File: src/rtl/seg7_scan_ctrl.sv
// Time-multiplexed seven-segment scan controller with double-buffered, tear-free display data.
// Optional leading-zero suppression is enabled by defining SEG7_LEADING_ZERO_BLANK_EN.
module seg7_scan_ctrl #(
  parameter int DIGITS     = 4,
  parameter int CLK_DIV    = 50000,
  parameter bit ACTIVE_LOW = 1'b1
) (
  input  logic                  clk,
  input  logic                  rst,
  input  logic [4*DIGITS-1:0]   data,
  input  logic [DIGITS-1:0]     dp_in,
  input  logic [DIGITS-1:0]     blank,
  input  logic                  load,
  output logic [6:0]            seg7_7bit,
  output logic [DIGITS-1:0]     seg7_an,
  output logic                  seg7_dp,
  output logic                  frame_done
);

  localparam int IDX_W = (DIGITS > 1) ? $clog2(DIGITS) : 1;
  localparam int PS_W  = $clog2(CLK_DIV);
  localparam logic [IDX_W-1:0]  LAST_IDX = IDX_W'(DIGITS - 1);
  localparam logic [PS_W-1:0]   PS_MAX   = PS_W'(CLK_DIV - 1);
  localparam logic [6:0]        SEG_INV  = {7{ACTIVE_LOW}};
  localparam logic [DIGITS-1:0] AN_INV   = {DIGITS{ACTIVE_LOW}};

  function automatic logic [6:0] hex7(input logic [3:0] nib);
    logic [6:0] code;
    case (nib)
      4'h0: code = 7'h3F;
      4'h1: code = 7'h06;
      4'h2: code = 7'h5B;
      4'h3: code = 7'h4F;
      4'h4: code = 7'h66;
      4'h5: code = 7'h6D;
      4'h6: code = 7'h7D;
      4'h7: code = 7'h07;
      4'h8: code = 7'h7F;
      4'h9: code = 7'h6F;
      4'hA: code = 7'h77;
      4'hB: code = 7'h7C;
      4'hC: code = 7'h39;
      4'hD: code = 7'h5E;
      4'hE: code = 7'h79;
      4'hF: code = 7'h71;
      default: code = 7'h00;
    endcase
    return code;
  endfunction

  logic [PS_W-1:0]     ps_r;
  logic [IDX_W-1:0]    idx_r;
  logic [4*DIGITS-1:0] stage_data_r;
  logic [DIGITS-1:0]   stage_dp_r;
  logic [DIGITS-1:0]   stage_blank_r;
  logic                pending_r;
  logic [4*DIGITS-1:0] shadow_data_r;
  logic [DIGITS-1:0]   shadow_dp_r;
  logic [DIGITS-1:0]   shadow_blank_r;
  logic [DIGITS-1:0]   dark_mask_s;
  logic                tick_s;
  logic                boundary_s;

  assign tick_s     = (ps_r == PS_MAX);
  assign boundary_s = tick_s && (idx_r == LAST_IDX);

`ifdef SEG7_LEADING_ZERO_BLANK_EN
  // Digit i>0 is suppressed when it and every higher nibble are zero.
  function automatic logic [DIGITS-1:0] lz_mask(input logic [4*DIGITS-1:0] val);
    logic [DIGITS-1:0] mask;
    logic              all_zero;
    mask     = {DIGITS{1'b0}};
    all_zero = 1'b1;
    for (int i = DIGITS - 1; i > 0; i--) begin
      all_zero = all_zero && (val[4*i +: 4] == 4'h0);
      mask[i]  = all_zero;
    end
    return mask;
  endfunction

  logic [DIGITS-1:0] lz_mask_r;

  // Mask follows the value that becomes visible at each frame boundary.
  always_ff @(posedge clk) begin
    if (rst) begin
      lz_mask_r <= {DIGITS{1'b0}};
    end else if (boundary_s) begin
      lz_mask_r <= lz_mask(pending_r ? stage_data_r : shadow_data_r);
    end else begin
      lz_mask_r <= lz_mask_r;
    end
  end

  assign dark_mask_s = lz_mask_r;
`else
  assign dark_mask_s = {DIGITS{1'b0}};
`endif

  // Prescaler and digit index scan.
  always_ff @(posedge clk) begin
    if (rst) begin
      ps_r  <= {PS_W{1'b0}};
      idx_r <= {IDX_W{1'b0}};
    end else if (tick_s) begin
      ps_r  <= {PS_W{1'b0}};
      idx_r <= (idx_r == LAST_IDX) ? {IDX_W{1'b0}} : idx_r + IDX_W'(1);
    end else begin
      ps_r  <= ps_r + PS_W'(1);
    end
  end

  // Staging capture on load; shadow takes the old staging at a boundary, so a coincident load waits a frame.
  always_ff @(posedge clk) begin
    if (rst) begin
      stage_data_r   <= {(4*DIGITS){1'b0}};
      stage_dp_r     <= {DIGITS{1'b0}};
      stage_blank_r  <= {DIGITS{1'b0}};
      pending_r      <= 1'b0;
      shadow_data_r  <= {(4*DIGITS){1'b0}};
      shadow_dp_r    <= {DIGITS{1'b0}};
      shadow_blank_r <= {DIGITS{1'b0}};
    end else begin
      if (boundary_s && pending_r) begin
        shadow_data_r  <= stage_data_r;
        shadow_dp_r    <= stage_dp_r;
        shadow_blank_r <= stage_blank_r;
      end
      if (load) begin
        stage_data_r  <= data;
        stage_dp_r    <= dp_in;
        stage_blank_r <= blank;
        pending_r     <= 1'b1;
      end else if (boundary_s) begin
        pending_r     <= 1'b0;
      end
    end
  end

  logic [3:0]        cur_nib_s;
  logic              cur_dp_s;
  logic              cur_dark_s;
  logic [DIGITS-1:0] an_onehot_s;

  // Select the shadow fields of the digit currently being scanned.
  always_comb begin
    cur_nib_s   = 4'h0;
    cur_dp_s    = 1'b0;
    cur_dark_s  = 1'b0;
    an_onehot_s = {DIGITS{1'b0}};
    for (int i = 0; i < DIGITS; i++) begin
      if (idx_r == IDX_W'(i)) begin
        cur_nib_s      = shadow_data_r[4*i +: 4];
        cur_dp_s       = shadow_dp_r[i];
        cur_dark_s     = shadow_blank_r[i] | dark_mask_s[i];
        an_onehot_s[i] = 1'b1;
      end else begin
        an_onehot_s[i] = 1'b0;
      end
    end
  end

  // Registered, polarity-adjusted display outputs; a dark digit keeps its anode slot.
  always_ff @(posedge clk) begin
    if (rst) begin
      seg7_an    <= AN_INV;
      seg7_7bit  <= SEG_INV;
      seg7_dp    <= ACTIVE_LOW;
      frame_done <= 1'b0;
    end else begin
      seg7_an    <= an_onehot_s ^ AN_INV;
      seg7_7bit  <= (cur_dark_s ? 7'h00 : hex7(cur_nib_s)) ^ SEG_INV;
      seg7_dp    <= (cur_dp_s && !cur_dark_s) ^ ACTIVE_LOW;
      frame_done <= boundary_s;
    end
  end

endmodule

File: config.mk
export PLATFORM = sky130hd
export DESIGN_NAME = seg7_scan_ctrl
export DESIGN_NICKNAME = d
export VERILOG_FILES = /design/src/rtl/seg7_scan_ctrl.sv
export SDC_FILE = /design/constraint.sdc
export NUM_CORES = 1
export LEC_CHECK = 0
export BUFFER_PORTS_ARGS = -buffer_cell sky130_fd_sc_hd__buf_2
export CORE_AREA = 2 2 83 85
export CTS_CLUSTER_DIAMETER = 200
export CTS_CLUSTER_SIZE = 40
export DETAILED_ROUTE_END_ITERATION = 10
export DIE_AREA = 0 0 85 87
export GPL_TIMING_DRIVEN = 0
export HOLD_SLACK_MARGIN = 0.08
export PLACE_DENSITY = 0.83
export SKIP_LAST_GASP = 1
export SLEW_MARGIN = 20
export SYNTH_ARGS = -nofsm -noshare
export SYNTH_HDL_FRONTEND = slang
export SYNTH_SLANG_ARGS = --single-unit
File: constraint.sdc
create_clock -name clk -period 5.9 [get_ports clk]
set_input_delay 0.59 -clock clk [delete_from_list [all_inputs] [get_ports clk]]
set_output_delay 0.59 -clock clk [all_outputs]
set_load 0.05 [all_outputs]
# Word-level counts from Yosys, hierarchy flattened
# Memories as Yosys holds them, arrays and structs flattened.
# Index checks and enable logic that the tools add are counted.
[classes]
add_sub_neg = 2
multipliers = 0
div = 0
n_lt_le_gt_ge = 0
eq_ne = 4
n_shift = 0
n_mux = 21
bitwise = 3
n_reduce_logical = 7
[ops]
columns = ["op", "count"]
rows = [
  ["adder 16 x 1 -> 16 bit, second input constant", 1],
  ["equality test 16 bit, second input constant", 1],
  ["two-way mux 4 bit", 4],
  ["two-way mux 1 bit", 14],
  ["two-way mux 7 bit", 2],
  ["inverter 7 bit", 1],
  ["equality test 2 bit, second input constant", 2],
  ["inverter 4 bit", 1],
  ["logical AND 1 bit", 3],
  ["adder 2 x 1 -> 2 bit, second input constant", 1],
  ["equality test 2 x 1 -> 1 bit, second input constant", 1],
  ["logical NOT 2 bit", 1],
  ["two-way mux 2 bit", 1],
  ["nonzero test 2 bit", 1],
  ["OR reduction 2 bit", 1],
  ["logical NOT 1 bit", 1],
  ["inverter 1 bit", 1],
]
[totals]
ff_bits = 80
latch_bits = 0
ram_bits = 0
mem_bits_ro = 112
memories = 1
[mem_list]
columns = ["name", "depth", "width", "read_ports", "rd_ports_with_merged_regs", "wr", "line", "text"]
rows = [
  ["(name not given)", 16, 7, 1, 0, 0, "29", "case (nib)"],
]

# Logic depth before layout (Yosys ltp)
# Gate-level depths: netlist of run 1.
# An unclocked memory read counts as a cell.
[logic_depth]
word_depth = 9
ltp_mapped = 11
ltp_nobuf = 10

# Worst setup path before layout of run 1
# No wires, ideal clock.
[synth_path]
path_kind = "flip-flop to flip-flop"
from = "register ps_r[4]"
to = "register shadow_blank_r[0]"
setup_ps = 142
t_arrival_ps = 2061
required_time_ps = 5758
path_slack_ps = 3697
stages_incl_launch_ff = 9
n_path_buf = 3
cell_sequence = "dfxtp_1 > or4_1 > or4_1 > buf_4 > or2_1 > buf_6 > buf_12 > nand2_2 > a21oi_2"
[synth_between]
elab_chain_len = 3
[synth_lines]
columns = ["item", "line", "text"]
rows = [
  ["start: declaration", "51", "logic [PS_W-1:0] ps_r;"],
  ["start signal: assignment", "102", "ps_r <= {PS_W{1'b0}};"],
  ["start signal: assignment", "105", "ps_r <= {PS_W{1'b0}};"],
  ["start signal: assignment", "108", "ps_r <= ps_r + PS_W'(1);"],
  ["equality test 16 bit", "64", "assign tick_s = (ps_r == PS_MAX);"],
  ["logical AND 1 bit", "65", "assign boundary_s = tick_s && (idx_r == LAST_IDX);"],
  ["logical AND 1 bit", "123", "if (boundary_s && pending_r) begin"],
  ["end signal: assignment", "121", "shadow_blank_r <= {DIGITS{1'b0}};"],
  ["end signal: assignment", "126", "shadow_blank_r <= stage_blank_r;"],
  ["end: declaration", "59", "logic [DIGITS-1:0] shadow_blank_r;"],
]
# No other way between the ends.
# A chain may end at the register's enable or synchronous reset.

# Worst setup path in the final report of run 1
[layout_path]
from = "register idx_r[0]"
to = "register seg7_7bit[3]"
[layout_between]
elab_chain_len = 9
word_cells_on_any_way = 16
cone_classes = "eq/ne: 3; mux: 10; bitwise: 1; reduce/logical: 1; memory: 1"
[layout_lines]
columns = ["item", "line", "text"]
rows = [
  ["start: declaration", "52", "logic [IDX_W-1:0] idx_r;"],
  ["start signal: assignment", "103", "idx_r <= {IDX_W{1'b0}};"],
  ["start signal: assignment", "106", "idx_r <= (idx_r == LAST_IDX) ? {IDX_W{1'b0}} : idx_r + IDX_W'(1);"],
  ["logical NOT 2 bit", "151", "if (idx_r == IDX_W'(i)) begin"],
  ["two-way mux 4 bit (4 in series)", "151", ""],
  ["memory (16 x 7 bit)", "--", ""],
  ["two-way mux 7 bit", "164", "if (rst) begin"],
  ["two-way mux 7 bit (*)", "171", "seg7_7bit <= (cur_dark_s ? 7'h00 : hex7(cur_nib_s)) ^ SEG_INV;"],
  ["inverter 7 bit (no source line) (*)", "--", ""],
  ["end signal: assignment", "171", ""],
  ["end: declaration", "14", "output logic [6:0] seg7_7bit,"],
]
# Every way passes the cells marked *; elsewhere a longest branch is shown, timed or not. The select of a mux whose other input is x is not followed.

==> flow_summary.ini, run 1 <==
[run_status]
status = finished, final reports clean

[timing]
min_period_ps = 2600
tns_ps = 0
hold_viol_final = 0
finalMaxSlewViolations = 0
fin_crit_sh_pct = 44.0
fmaxAchievable_mhz = 385
fin_skew_ps = 10.1
setup_violations = 0
tightest_slew_ps = 830
whs_ps = 460
grt_setup_unrepaired = false
slew_headroom_pct = 44.3

[clocking]
cts_tree = built
cts.sinks = 80
hold_buffers = 0
clk_latency_ps = 350
ctsResizeCount = 0
cts-root-buf = clkbuf_8
path_clk_slew_ps = 80
cts.htree.levels = 3
post-cts-setup-buffers = 0
clockBufferDepth = 2
numCtsBuffers = 9

[worst_setup_path]
cp-end-kind = flip-flop
required_ps = 6190
critical_path_class = reg -> reg
rrSetupSlack_ps = 3300
r2r-start = idx_r[0]$_SDFFE_PP0N_
crit_end = seg7_7bit[3]$_SDFF_PP1_
cp_max_fo = 10
rr_endpoint = seg7_7bit[3]$_SDFF_PP1_
slowest_delay_ps = 410
crit_chain = ha_1, clkbuf_1, clkbuf_1, nor3b_1, a211o_1, inv_1, ha_1, mux2i_1, and3_1, a31oi_1
worst_ep_arrival_time_ps = 2880
critPathSlowestCell = dfxtp_1
crit_path_start_kind = flip-flop
critPathLaunch = idx_r[0]$_SDFFE_PP0N_
worstRegToRegCells = 10

[logic_synthesis]
synthCells = 373
synth_compound_area_share_pct = 10.9
async_flop_share_pct = 0
synth-seq-cells = 80
yosysSeqAreaShare_pct = 46.3
synthSimpleGateAreaFrac_pct = 22.1
synthAdderAreaFrac_pct = 3.98
yosysTopAreaCell = dfxtp_1
synth_nets = 411
ys.flop_type = dfxtp_1
synth_top_family_by_area = simple AND/OR/NAND/NOR gates
netlist_area_sq_um = 3460
netlist_top_cells_area = dfxtp_1, mux2i_1, nor2_1, a21oi_2, nand2_1
synthMuxAreaShare_pct = 8.47
synth.top_cell.area_share_pct = 46.3
yosysUniqueCellTypes = 44
synthXorXnorAreaFrac_pct = 3.55
yosys_warnings = 0
synth_edf_count = 0
avgSynthCellArea_sq_um = 9.27

[global_route]
first_global_vias = 2447
grt_pass1_wl_mm = 10.9
grt_max_degree = 15
grt_overflow_total = 0
track_usage_pct = 18.5
antenna_found_initial = 0

[power]
cellLeakagePower_nw = 1.52
power_density_nw_per_um2 = 254
peakVddDrop_uv = 154
total_power_w = 0.00100

[cells_and_area]
syn2layout_area_growth_pct = 14.1
seqCellArea_sq_um = 1600
nets = 461
multiInputGateArea_sq_um = 1690
final_cell_mix = dfxtp_1, nor2_1, nand2_1, buf_2, mux2i_1
layout_commonest_cell = dfxtp_1
fillerInstances = 579
drive_gt1_share_pct = 24.5
insertedDiodeCount = 0

[detailed_routing]
drt_wl_total_mm = 6.42
drc_errors = 0
first_iter_violations = 100
vias_per_cell = 5.22
via_count = 2653
ant_nets = 0
drt-pass1-iter-count = 4
drt-wirelength-per-cell_microns = 12.6

[floorplan]
fp-row-count = 30
coreArea_sq_um = 6570
dieArea_sq_um = 7400
io_pins = 40
die_w_microns = 85
die_y_microns = 87
start_util_pct = 52.6

[placed_design]
portBuffers = 38
dp_hpwl_mm = 4.67
gp_congestion = 0.782

[min_path]
worst_hold_path_type = reg -> reg

[job]
drv_cap = 0
## worst max-delay path, delay by kind of cell, from the launching register on
kind | cells | cell delay [ps]
compound gates | 2 | 500
mux | 1 | 90
buf+inv | 3 | 810
flops | 1 | 410
fa+ha+maj | 2 | 410
simple gates | 2 | 300
## area by class of cell
| cell class | instances | area share [%] |
|---|---|---|
| buffer | 22 | 3.30 |
| clock buffer | 11 | 3.84 |
| clock inverter | 5 | 1.02 |
| inverter | 9 | 0.857 |
| multi-input combinational | 262 | 42.9 |
| sequential | 80 | 40.6 |
| tap | 80 | 2.54 |
| timing repair buffer | 39 | 4.95 |
## how the worst min path moves through the flow
stage                                                 to                           start  cells past startpoint
after floorplan                       ps_r[0]$_SDFF_PP0_              ps_r[0]$_SDFF_PP0_                      1
after global placement                ps_r[0]$_SDFF_PP0_              ps_r[0]$_SDFF_PP0_                      1
after detailed placement  shadow_blank_r[2]$_SDFFE_PP0P_  shadow_blank_r[2]$_SDFFE_PP0P_                      2
after CTS                  stage_blank_r[2]$_SDFFE_PP0P_                        blank[2]                      3
after global routing        stage_data_r[6]$_SDFFE_PP0P_                         data[6]                      3
final                      shadow_data_r[5]$_SDFFE_PP0P_    stage_data_r[5]$_SDFFE_PP0P_                      2
## cells by family after synthesis
family                   Yosys count
multiplexers                      29
AO/OA/AOI/OAI                     51
XOR/XNOR                          14
flip-flops                        80
adder cells (fa/ha/maj)           11
buffers and inverters             31
AND/OR/NAND/NOR                  157
## synthesized netlist by cell type (all sizes together), types with 2 or more instances
| cell type | n |
|---|---|
| nor2b | 3 |
| nand3b | 5 |
| a311oi | 2 |
| and4 | 2 |
| ha | 11 |
| inv | 9 |
| or4 | 2 |
| nor2 | 52 |
| o211ai | 2 |
| a21oi | 33 |
| nand2b | 6 |
| mux2i | 27 |
| o21ai | 4 |
| xor2 | 10 |
| buf | 7 |
| mux2 | 2 |
| nand3 | 4 |
| xnor2 | 4 |
| dfxtp | 80 |
| clkbuf | 15 |
| nor3 | 2 |
| nand4 | 4 |
| nand2 | 66 |
| nor3b | 6 |
| o221ai | 2 |
## metrics by stage
stage / utilization [%] / setup slack, ps / cells / cell area (sq um)
after floorplan: - / 3700 / 373 / 3460
after global placement: 57.0 / 3190 / 491 / 3750
after detailed placement: 57.0 / 3100 / 491 / 3750
after CTS: 60.0 / 3090 / 507 / 3940
after global routing: 60.0 / 3090 / 508 / 3940
final: 60.0 / 3300 / 508 / 3940
## flip-flops by register name (all words and copies together), names as in the netlist, 7 cells and up
signal / cells
shadow_data_r: 16
stage_data_r: 16
ps_r: 16
seg7_7bit: 7
## layer usage
metal	GRT usage (%)	vias to the layer above	part of all wire, %
met3	4.74	12	5.2
met2	31.2	65	48
met5	0	-	0
met1	22.4	1235	45
met4	7.79	0	2.2
li1	-	1341	-
## power by group
group,switching (W),internal (W)
Clock,0.000204,0.000178
Combinational,0.0000352,0.0000229
Sequential,0.00000717,0.000554
(Power assumes the default switching activity.)
==> inputs of run 2 (changes only) <==
- clock period: 5.9 -> 2.7 ns (I/O delays scaled with it)
==> run 2 against run 1 <==
Routed wire length grew 0.30%; cell count fell by 0.20%; power grew 120%; critical endpoint is now seg7_7bit[5]$_SDFF_PP1_; sequential cell count is the same; first-iteration DRC count grew 18%.
==> flow_summary.ini, run 2 (same netlist as run 1, synthesis figures left out) <==
[power]
switching_share_pct = 24.6
p_seq_share_pct = 56.1
power.switching_w = 0.000538
peakVddDrop_uv = 336
power.share.clock_pct = 38.2
comb_power_share_pct = 5.8
cellLeakagePower_nw = 1.53
power_density_nw_per_um2 = 552
p_int_w = 0.00165

[placed_design]
place_inst = 491
gp_congestion = 0.782
dp_hpwl_mm = 4.67
portBuffers = 38
placed_cell_area_sq_um = 3750
place_worst_setup_slack_ps = -96.3

[detailed_routing]
drc_errors = 0
ant_nets = 0
drt_wl_total_mm = 6.44
first_iter_violations = 118
drt-pass1-iter-count = 4
vias_per_cell = 5.18
via_count = 2626
drt-wirelength-per-cell_microns = 12.7

[global_route]
track_usage_pct = 18.5
first_global_vias = 2450
antenna_found_initial = 0
grt_max_degree = 15
grt_overflow_total = 0
grt_pass1_wl_mm = 10.9

[worst_setup_path]
crit_end = seg7_7bit[5]$_SDFF_PP1_
rrSetupSlack_ps = 220
cp-end-kind = flip-flop
crit_path_start_kind = flip-flop
critical_path_class = reg -> reg
worst_ep_arrival_time_ps = 2670
r2r-start = idx_r[0]$_SDFFE_PP0N_
critPathLaunch = idx_r[0]$_SDFFE_PP0N_
rr_endpoint = seg7_7bit[5]$_SDFF_PP1_
cp_max_fo = 10
worstRegToRegCells = 9
required_ps = 2890

[cells_and_area]
insertedDiodeCount = 0
seqCellArea_sq_um = 1600
syn2layout_area_growth_pct = 14.6
finalInstanceArea_sq_um = 3960
drive_gt1_share_pct = 25.8
nets = 460
fillerInstances = 574
instances_no_fill = 507
final_cell_mix = dfxtp_1, nor2_1, nand2_1, buf_2, mux2i_1
layout_commonest_cell = dfxtp_1
reg.largest.list = ps_r (16), shadow_data_r (16), stage_data_r (16)
multiInputGateArea_sq_um = 1710

[min_path]
worst_hold_path_type = in -> reg

[timing]
min_period_ps = 2480
grt_setup_unrepaired = false
finalMaxSlewViolations = 0
hold_viol_final = 0
fin_crit_sh_pct = 91.9
postLayoutSetupSlackWorst_ps = 218
setup_violations = 0
whs_ps = 144
fmaxAchievable_mhz = 403
slew_headroom_pct = 50.1
tightest_slew_ps = 749
fin_skew_ps = 10.6

[clocking]
post-cts-setup-buffers = 0
cts_tree = built
clockBufferDepth = 2
cts.sinks = 80
hold_buffers = 0
numCtsBuffers = 9
clk_latency_ps = 350
path_clk_slew_ps = 90
cts-root-buf = clkbuf_8
cts.htree.levels = 3

[job]
drv_cap = 0

[floorplan]
coreArea_sq_um = 6570
dieArea_sq_um = 7400
die_w_microns = 85
io_pins = 40
start_util_pct = 52.6
fp-row-count = 30
die_y_microns = 87

[run_status]
status = finished, final reports clean
==> run 2: cell count changes in the layout (fill, tap and decap cells not counted) <==
cell      before  now
clkbuf_2       1    2
a211o_1        1    0
a311oi_2       0    2
clkbuf_1      15   13
a221oi_1       1    0
a211o_2        0    1
a311oi_1       2    0
a221oi_2       0    1
==> run 2: power by group through the flow <==
stage / combinational [W] / sequential [W] / clock [W]
4_1_cts: 0.000128 / 0.00123 / 0.000851
3_5_place_dp: 0.000127 / 0.00125 / 0
2_1_floorplan: 0.0000677 / 0.00127 / 0
3_3_place_gp: 0.000124 / 0.00125 / 0
6_report: 0.000126 / 0.00123 / 0.000834
5_1_grt: 0.000139 / 0.00123 / 0.000897
==> run 2: stage by stage <==
step	power, W	TNS (ps)	util (%)
final	0.00219	0	60.3
after floorplan	0.00134	0	-
after global placement	0.00138	-9.10	57.0
after CTS	0.00221	0	60.1
after global routing	0.00227	0	60.3
after detailed placement	0.00138	-186	57.0
==> run 2: how the worst min path moves through the flow <==
stage                              startpoint                        endpoint  slack (ps)  depth (start not counted)
3_5_place_dp   shadow_blank_r[2]$_SDFFE_PP0P_  shadow_blank_r[2]$_SDFFE_PP0P_         450                          2
4_1_cts                              blank[2]   stage_blank_r[2]$_SDFFE_PP0P_         140                          3
3_3_place_gp               ps_r[0]$_SDFF_PP0_              ps_r[0]$_SDFF_PP0_         440                          1
6_report                             blank[2]   stage_blank_r[2]$_SDFFE_PP0P_         140                          3
2_1_floorplan                        blank[0]   stage_blank_r[0]$_SDFFE_PP0P_         420                          2
5_1_grt                               data[6]    stage_data_r[6]$_SDFFE_PP0P_         150                          3
==> run 2: worst max-delay path, stage by stage (launching register included) <==
cell      delay, ps
dfxtp_1         410
ha_1            160
clkbuf_1        300
clkbuf_2        300
a22o_1          320
inv_1           120
ha_1            260
mux2_2          280
nand2_1          70
o211ai_1         90
==> run 2: metal layers <==
metal	vias up	GRT usage, %	wire (microns)
li1	1340	-	-
met3	9	4.74	256
met2	47	31.2	3170
met4	0	7.79	97
met1	1230	22.5	2920
met5	-	0	0
==> run 2: area by class of cell <==
class	count	area share, %
flip-flops and latches	80	40.4
clock inverters	5	1.01
clock buffers	11	3.82
multi-input cells	262	43.2
well taps	80	2.53
plain buffers	22	3.35
inverters	9	0.853
repair buffers	38	4.80
==> run 2: what timing repair did <==
item / 4_1_cts / 5_1_grt
endpoints found under the setup margin: 4 / 4
gates resized for setup: 1 / 7
pin swaps: 0 / 0
